### src/rtl/sram_port_arbiter_if.sv
// Bus bundle between the two requesters (instruction refill, CPU data),
// the arbiter, and the four byte-lane SRAM cells.
//   slave  : arbiter view (requests and cell_dout in; grants, read data,
//            cell controls and busy out)
//   master : requester/cell-side view (the opposite directions)
interface sram_port_arbiter_if #(
    parameter int unsigned AW = 9
) ();
    // instruction refill port
    logic        i_req;
    logic [31:0] i_addr;
    logic        i_gnt;
    logic        i_rvalid;
    logic [31:0] i_rdata;

    // data load/store port
    logic        d_req;
    logic        d_we;
    logic [3:0]  d_be;
    logic [31:0] d_addr;
    logic [31:0] d_wdata;
    logic        d_gnt;
    logic        d_rvalid;
    logic [31:0] d_rdata;

    // shared SRAM cell port, byte k <-> cell k
    logic [AW-1:0] cell_addr;
    logic [31:0]   cell_din;
    logic [3:0]    cell_wen;
    logic [3:0]    cell_sense_en;
    logic [31:0]   cell_dout;

    logic busy;

    modport slave (
        input  i_req, i_addr,
        input  d_req, d_we, d_be, d_addr, d_wdata,
        input  cell_dout,
        output i_gnt, i_rvalid, i_rdata,
        output d_gnt, d_rvalid, d_rdata,
        output cell_addr, cell_din, cell_wen, cell_sense_en,
        output busy
    );

    modport master (
        output i_req, i_addr,
        output d_req, d_we, d_be, d_addr, d_wdata,
        output cell_dout,
        input  i_gnt, i_rvalid, i_rdata,
        input  d_gnt, d_rvalid, d_rdata,
        input  cell_addr, cell_din, cell_wen, cell_sense_en,
        input  busy
    );
endinterface

### src/rtl/sram_port_arbiter.sv
// Round-robin arbiter and sequencer sharing one four-lane SRAM port between
// the instruction refill path and the CPU data load/store path.
// Ports:
//   clk    : single clock, rising edge
//   rst    : asynchronous active-high reset
//   bus_io : sram_port_arbiter_if.slave carrying both request ports, the
//            per-lane cell controls/data and busy
// Transaction flow: IDLE -> ISSUE -> CAPTURE -> RESP for reads,
// IDLE -> ISSUE for stores. All outputs come straight from registers.
module sram_port_arbiter #(
    parameter int unsigned AW = 9
) (
    input  logic               clk,
    input  logic               rst,
    sram_port_arbiter_if.slave bus_io
);
    localparam int unsigned DW    = 32;
    localparam int unsigned LANES = 4;

    typedef enum logic [1:0] {
        ST_IDLE,
        ST_ISSUE,
        ST_CAPTURE,
        ST_RESP
    } state_e;

    state_e           state_q;
    logic             last_data_q;   // 1: data port won the previous grant
    logic             win_data_q;    // owner of the transaction in flight
    logic             we_q;
    logic [AW-1:0]    word_q;
    logic [DW-1:0]    wdata_q;

    logic             i_gnt_q;
    logic             d_gnt_q;
    logic             i_rvalid_q;
    logic             d_rvalid_q;
    logic [DW-1:0]    i_rdata_q;
    logic [DW-1:0]    d_rdata_q;
    logic [LANES-1:0] wen_q;
    logic [LANES-1:0] sense_q;
    logic             busy_q;

    logic             grant_data_c;
    logic             any_req_c;

    // On a tie the port that did not win last time gets the grant.
    assign any_req_c    = bus_io.i_req | bus_io.d_req;
    assign grant_data_c = bus_io.d_req & (~bus_io.i_req | ~last_data_q);

    // Sequencer: latches the winner in IDLE and walks the access through
    // the SRAM; gnt, wen and sense are set on the edge entering ISSUE so
    // they are high exactly for the ISSUE cycle.
    always_ff @(posedge clk or posedge rst) begin
        if (rst) begin
            state_q     <= ST_IDLE;
            last_data_q <= 1'b0;
            win_data_q  <= 1'b0;
            we_q        <= 1'b0;
            word_q      <= '0;
            wdata_q     <= '0;
            i_gnt_q     <= 1'b0;
            d_gnt_q     <= 1'b0;
            i_rvalid_q  <= 1'b0;
            d_rvalid_q  <= 1'b0;
            i_rdata_q   <= '0;
            d_rdata_q   <= '0;
            wen_q       <= '0;
            sense_q     <= '0;
            busy_q      <= 1'b0;
        end else begin
            i_gnt_q    <= 1'b0;
            d_gnt_q    <= 1'b0;
            i_rvalid_q <= 1'b0;
            d_rvalid_q <= 1'b0;
            wen_q      <= '0;
            sense_q    <= '0;

            case (state_q)
                ST_IDLE: begin
                    if (any_req_c) begin
                        win_data_q <= grant_data_c;
                        we_q       <= grant_data_c & bus_io.d_we;
                        wdata_q    <= bus_io.d_wdata;
                        word_q     <= grant_data_c ? bus_io.d_addr[AW+1:2]
                                                   : bus_io.i_addr[AW+1:2];
                        i_gnt_q    <= ~grant_data_c;
                        d_gnt_q    <= grant_data_c;
                        // Loads and refills always read the full word.
                        if (grant_data_c && bus_io.d_we) begin
                            wen_q <= bus_io.d_be;
                        end else begin
                            sense_q <= {LANES{1'b1}};
                        end
                        busy_q  <= 1'b1;
                        state_q <= ST_ISSUE;
                    end
                end

                ST_ISSUE: begin
                    last_data_q <= win_data_q;
                    if (we_q) begin
                        busy_q  <= 1'b0;
                        state_q <= ST_IDLE;
                    end else begin
                        state_q <= ST_CAPTURE;
                    end
                end

                // Cell output is valid the cycle after sense.
                ST_CAPTURE: begin
                    if (win_data_q) begin
                        d_rdata_q  <= bus_io.cell_dout;
                        d_rvalid_q <= 1'b1;
                    end else begin
                        i_rdata_q  <= bus_io.cell_dout;
                        i_rvalid_q <= 1'b1;
                    end
                    state_q <= ST_RESP;
                end

                ST_RESP: begin
                    busy_q  <= 1'b0;
                    state_q <= ST_IDLE;
                end

                default: begin
                    busy_q  <= 1'b0;
                    state_q <= ST_IDLE;
                end
            endcase
        end
    end

    assign bus_io.i_gnt         = i_gnt_q;
    assign bus_io.d_gnt         = d_gnt_q;
    assign bus_io.i_rvalid      = i_rvalid_q;
    assign bus_io.d_rvalid      = d_rvalid_q;
    assign bus_io.i_rdata       = i_rdata_q;
    assign bus_io.d_rdata       = d_rdata_q;
    assign bus_io.cell_addr     = word_q;
    assign bus_io.cell_din      = wdata_q;
    assign bus_io.cell_wen      = wen_q;
    assign bus_io.cell_sense_en = sense_q;
    assign bus_io.busy          = busy_q;

    // High address bits alias by design and byte offsets are ignored.
    logic unused_addr_bits;
    assign unused_addr_bits = ^{bus_io.i_addr[31:AW+2], bus_io.i_addr[1:0],
                                bus_io.d_addr[31:AW+2], bus_io.d_addr[1:0]};
endmodule

### src/flat_wrapper.sv
// flat-port wrapper written by rule: the top's interface ports become plain ports
module sram_port_arbiter_flat 
#(
    parameter int unsigned AW = 9
)
  (clk, rst, bus_io_i_req, bus_io_i_addr, bus_io_d_req, bus_io_d_we, bus_io_d_be, bus_io_d_addr, bus_io_d_wdata, bus_io_cell_dout, bus_io_i_gnt, bus_io_i_rvalid, bus_io_i_rdata, bus_io_d_gnt, bus_io_d_rvalid, bus_io_d_rdata, bus_io_cell_addr, bus_io_cell_din, bus_io_cell_wen, bus_io_cell_sense_en, bus_io_busy);
  sram_port_arbiter_if #(.AW(AW)) bus_io_i ();
  input  logic clk;
  input  logic rst;
  input wire logic [$bits(bus_io_i.i_req)-1:0] bus_io_i_req;
  input wire logic [$bits(bus_io_i.i_addr)-1:0] bus_io_i_addr;
  input wire logic [$bits(bus_io_i.d_req)-1:0] bus_io_d_req;
  input wire logic [$bits(bus_io_i.d_we)-1:0] bus_io_d_we;
  input wire logic [$bits(bus_io_i.d_be)-1:0] bus_io_d_be;
  input wire logic [$bits(bus_io_i.d_addr)-1:0] bus_io_d_addr;
  input wire logic [$bits(bus_io_i.d_wdata)-1:0] bus_io_d_wdata;
  input wire logic [$bits(bus_io_i.cell_dout)-1:0] bus_io_cell_dout;
  output wire logic [$bits(bus_io_i.i_gnt)-1:0] bus_io_i_gnt;
  output wire logic [$bits(bus_io_i.i_rvalid)-1:0] bus_io_i_rvalid;
  output wire logic [$bits(bus_io_i.i_rdata)-1:0] bus_io_i_rdata;
  output wire logic [$bits(bus_io_i.d_gnt)-1:0] bus_io_d_gnt;
  output wire logic [$bits(bus_io_i.d_rvalid)-1:0] bus_io_d_rvalid;
  output wire logic [$bits(bus_io_i.d_rdata)-1:0] bus_io_d_rdata;
  output wire logic [$bits(bus_io_i.cell_addr)-1:0] bus_io_cell_addr;
  output wire logic [$bits(bus_io_i.cell_din)-1:0] bus_io_cell_din;
  output wire logic [$bits(bus_io_i.cell_wen)-1:0] bus_io_cell_wen;
  output wire logic [$bits(bus_io_i.cell_sense_en)-1:0] bus_io_cell_sense_en;
  output wire logic [$bits(bus_io_i.busy)-1:0] bus_io_busy;
  assign bus_io_i.i_req = bus_io_i_req;
  assign bus_io_i.i_addr = bus_io_i_addr;
  assign bus_io_i.d_req = bus_io_d_req;
  assign bus_io_i.d_we = bus_io_d_we;
  assign bus_io_i.d_be = bus_io_d_be;
  assign bus_io_i.d_addr = bus_io_d_addr;
  assign bus_io_i.d_wdata = bus_io_d_wdata;
  assign bus_io_i.cell_dout = bus_io_cell_dout;
  assign bus_io_i_gnt = bus_io_i.i_gnt;
  assign bus_io_i_rvalid = bus_io_i.i_rvalid;
  assign bus_io_i_rdata = bus_io_i.i_rdata;
  assign bus_io_d_gnt = bus_io_i.d_gnt;
  assign bus_io_d_rvalid = bus_io_i.d_rvalid;
  assign bus_io_d_rdata = bus_io_i.d_rdata;
  assign bus_io_cell_addr = bus_io_i.cell_addr;
  assign bus_io_cell_din = bus_io_i.cell_din;
  assign bus_io_cell_wen = bus_io_i.cell_wen;
  assign bus_io_cell_sense_en = bus_io_i.cell_sense_en;
  assign bus_io_busy = bus_io_i.busy;
  sram_port_arbiter #(.AW(AW)) u_core (.clk(clk), .rst(rst), .bus_io(bus_io_i));
endmodule
### config.mk
export PLATFORM = sky130hd
export DESIGN_NAME = sram_port_arbiter_flat
export DESIGN_NICKNAME = d
export VERILOG_FILES = /design/src/rtl/sram_port_arbiter_if.sv /design/src/rtl/sram_port_arbiter.sv /design/src/flat_wrapper.sv
export SDC_FILE = /design/constraint.sdc
export NUM_CORES = 1
export LEC_CHECK = 0
export BUFFER_PORTS_ARGS = -buffer_cell sky130_fd_sc_hd__buf_2
export CELL_PAD_IN_SITES_DETAIL_PLACEMENT = 1
export CELL_PAD_IN_SITES_GLOBAL_PLACEMENT = 2
export CORE_MARGIN = 2
export CORE_UTILIZATION = 29
export CTS_CLUSTER_DIAMETER = 50
export DETAILED_ROUTE_END_ITERATION = 7
export PLACE_DENSITY = 0.85
export SLEW_MARGIN = 0
export SYNTH_ARGS = -nofsm -noshare
export SYNTH_HDL_FRONTEND = slang
export SYNTH_SLANG_ARGS = --single-unit
### constraint.sdc
create_clock -name clk -period 7.4 [get_ports clk]
set_clock_uncertainty 0.05 [all_clocks]
set_input_delay 0.74 -clock clk [delete_from_list [all_inputs] [get_ports clk]]
set_output_delay 0.74 -clock clk [all_outputs]
set_load 0.05 [all_outputs]
==> results.json <==
{
  "wirelength_mm": 11.4,
  "hold_viol": 0,
  "crit_path_end_kind": "flop",
  "synth_xor_area_share_pct": 0,
  "slew_violations": 0,
  "cp-start-kind": "flop",
  "synth_seq_cells": 120,
  "syn_avg_cell_area_sq_um": 15.6,
  "antenna_found_initial": 1,
  "synth_mux_area_share_pct": 24.0,
  "yosys.area_share.simple_pct": 4.10,
  "crit_end": "u_core.bus_io.i_rdata[16]",
  "area_growth_pct": 39.1,
  "first_iter_violations": 85,
  "routabilityCongestion": 0.698,
  "synth_cells": 291,
  "crit_required_ps": 7620,
  "reg2reg_to": "u_core.bus_io.i_rdata[16]",
  "layout_commonest_cell": "buf_2",
  "first_pass_iters": 4,
  "yosys-top-cells-area": "dfrtp_1 (66%), mux2_2 (16%), mux2_1 (7.7%), a221o_1 (2.0%), nor2_1 (1.1%)",
  "clkSinkCount": 120,
  "grt_pass1_vias": 3531,
  "reg2reg_slack_ps": 5260,
  "wl_per_cell_um": 15.7,
  "mostFrequentLayoutCells": "buf_2 (208), dfrtp_1 (120), mux2_2 (66)",
  "worstSkewPairLatency_ps": 400,
  "grt_max_degree": 66,
  "synth_edf_count": 0,
  "synth_compound_area_share_pct": 3.24,
  "cts_max_level": 4,
  "slew_headroom_pct": 39.4,
  "cts_buffer_depth": 2,
  "async_flop_share_pct": 100,
  "path_clk_slew_ps": 50,
  "cts_buffers": 17,
  "fillers": 1673,
  "viasPerCell": 4.41,
  "cts_setup_buffers": 0,
  "synthFlopType": "dfrtp_1",
  "yosysSeqAreaShare_pct": 66.0,
  "core-area_sq_um": 15300,
  "critical_path.max_fanout": 33,
  "remaining_drc_errors": 0,
  "vias": 3197,
  "ios": 255,
  "yosysUniqueCellTypes": 27,
  "timing.hold.ws_ps": 399,
  "setup_viol": 0,
  "portBuffers": 208,
  "netlist_area_sq_um": 4550,
  "yosys.area.top_type": "dfrtp_1",
  "grtUsageTotal_pct": 14.2,
  "max_freq_mhz": 467,
  "synth_warnings": 0,
  "root_buffer": "clkbuf_16",
  "syn_nets": 428,
  "final_net_count": 641,
  "max_cap_violations": 0,
  "ant_nets": 0,
  "cts_resized": 0,
  "fin_crit_sh_pct": 28.9,
  "cts_hold_buf": 0,
  "hpwl_mm": 8.24,
  "drive_above_1_share_pct": 59.8,
  "fin_crit_ps": 2140,
  "row_count": 45,
  "worstSetupPathType": "reg -> reg",
  "yosysTopAreaCellShare_pct": 66.0,
  "die_w_um": 129,
  "r2r_cells": 3,
  "die_h_um": 129,
  "die_area_sq_um": 16700,
  "yosys.area_share.adder_pct": 0,
  "cp_data_arrival_time_ps": 2360,
  "grt_pass1_wl_mm": 18.1,
  "start_util_pct": 29.8,
  "rsz0062_at_grt": "false",
  "worstMarginPinSlew_ps": 905,
  "overflow": 0,
  "hold_class": "in -> async",
  "cts_tree": "yes",
  "fin_setup_tns_ps": 0,
  "status": "complete, no violations",
  "synth_top_family_by_area": "multiplexers"
}
==> worst max-delay path: stages, from the launching register on <==
cell	delay [ps]
dfrtp_1	510
nor2b_2	260
and2b_2	760
mux2_1	420
==> sequential cells by signal, indices dropped and copies added (netlist names), 4 cells and up, named ones only <==
name,flops
u_core.bus_io.cell_din,32
u_core.bus_io.d_rdata,32
u_core.bus_io.cell_addr,9
u_core.bus_io.cell_wen,4
u_core.bus_io.i_rdata,32
==> per-layer routing <==
metal | up-vias | track usage, % | part of all wire [%]
met1 | 1618 | 15.8 | 39
met2 | 115 | 24.6 | 52
met3 | 14 | 5.90 | 7.2
met4 | 0 | 5.05 | 1.4
met5 | - | 0 | 0
li1 | 1450 | - | -
==> synthesized netlist by cell type (2+ instances only) <==
master      n
mux2_1     31
mux2_2     66
buf_2       7
a221o_1     9
inv_1       2
and2_1      4
o21ai_0     2
clkbuf_1    3
nor2_1     13
nand2_1    11
buf_6       2
dfrtp_1   120
a21o_1      3
buf_4       4
and3_1      2
==> metrics by stage <==
step / utilization [%] / cells / instance area (sq um) / worst slack [ps]
6_report: 41.5 / 725 / 6330 / 5260
5_1_grt: 41.5 / 724 / 6330 / 5120
3_5_place_dp: 37.8 / 696 / 5770 / 5070
3_3_place_gp: 37.8 / 696 / 5770 / 5130
4_1_cts: 41.5 / 724 / 6330 / 5200
2_1_floorplan: - / 291 / 4550 / 3420
==> how the worst min path moves through the flow <==
| stage | from | to | slack, ps | depth (start not counted) |
|---|---|---|---|---|
| after detailed placement | u_core.bus_io.i_rdata[1] | u_core.bus_io.i_rdata[1] | 420 | 1 |
| after global placement | u_core.bus_io.i_rdata[15] | u_core.bus_io.i_rdata[15] | 410 | 1 |
| after floorplan | u_core.we_q | u_core.we_q | 400 | 1 |
| after global routing | rst | u_core.bus_io.cell_din[23] | 450 | 2 |
| final | rst | u_core.bus_io.cell_din[23] | 400 | 2 |
| after CTS | rst | u_core.bus_io.cell_din[23] | 420 | 2 |
==> cell type report <==
| cell class | count | area (sq um) | share of cell area [%] |
|---|---|---|---|
| inverters | 2 | 10.0 | 0.158 |
| well taps | 211 | 264 | 4.17 |
| flip-flops and latches | 120 | 3000 | 47.4 |
| multi-input cells | 152 | 1430 | 22.7 |
| clock inverters | 4 | 70.1 | 1.11 |
| repair buffers | 211 | 1060 | 16.8 |
| diodes | 1 | 2.50 | 0.0395 |
| clock buffers | 24 | 482 | 7.61 |
==> cells by family after synthesis <==
family,after synthesis
AO/OA/AOI/OAI,17
buffers and inverters,19
flip-flops,120
multiplexers,97
AND/OR/NAND/NOR,38
Power is left out: the tool's default activity adds up to more than one toggle a clock period on the data nets, which glitch-free logic cannot reach.
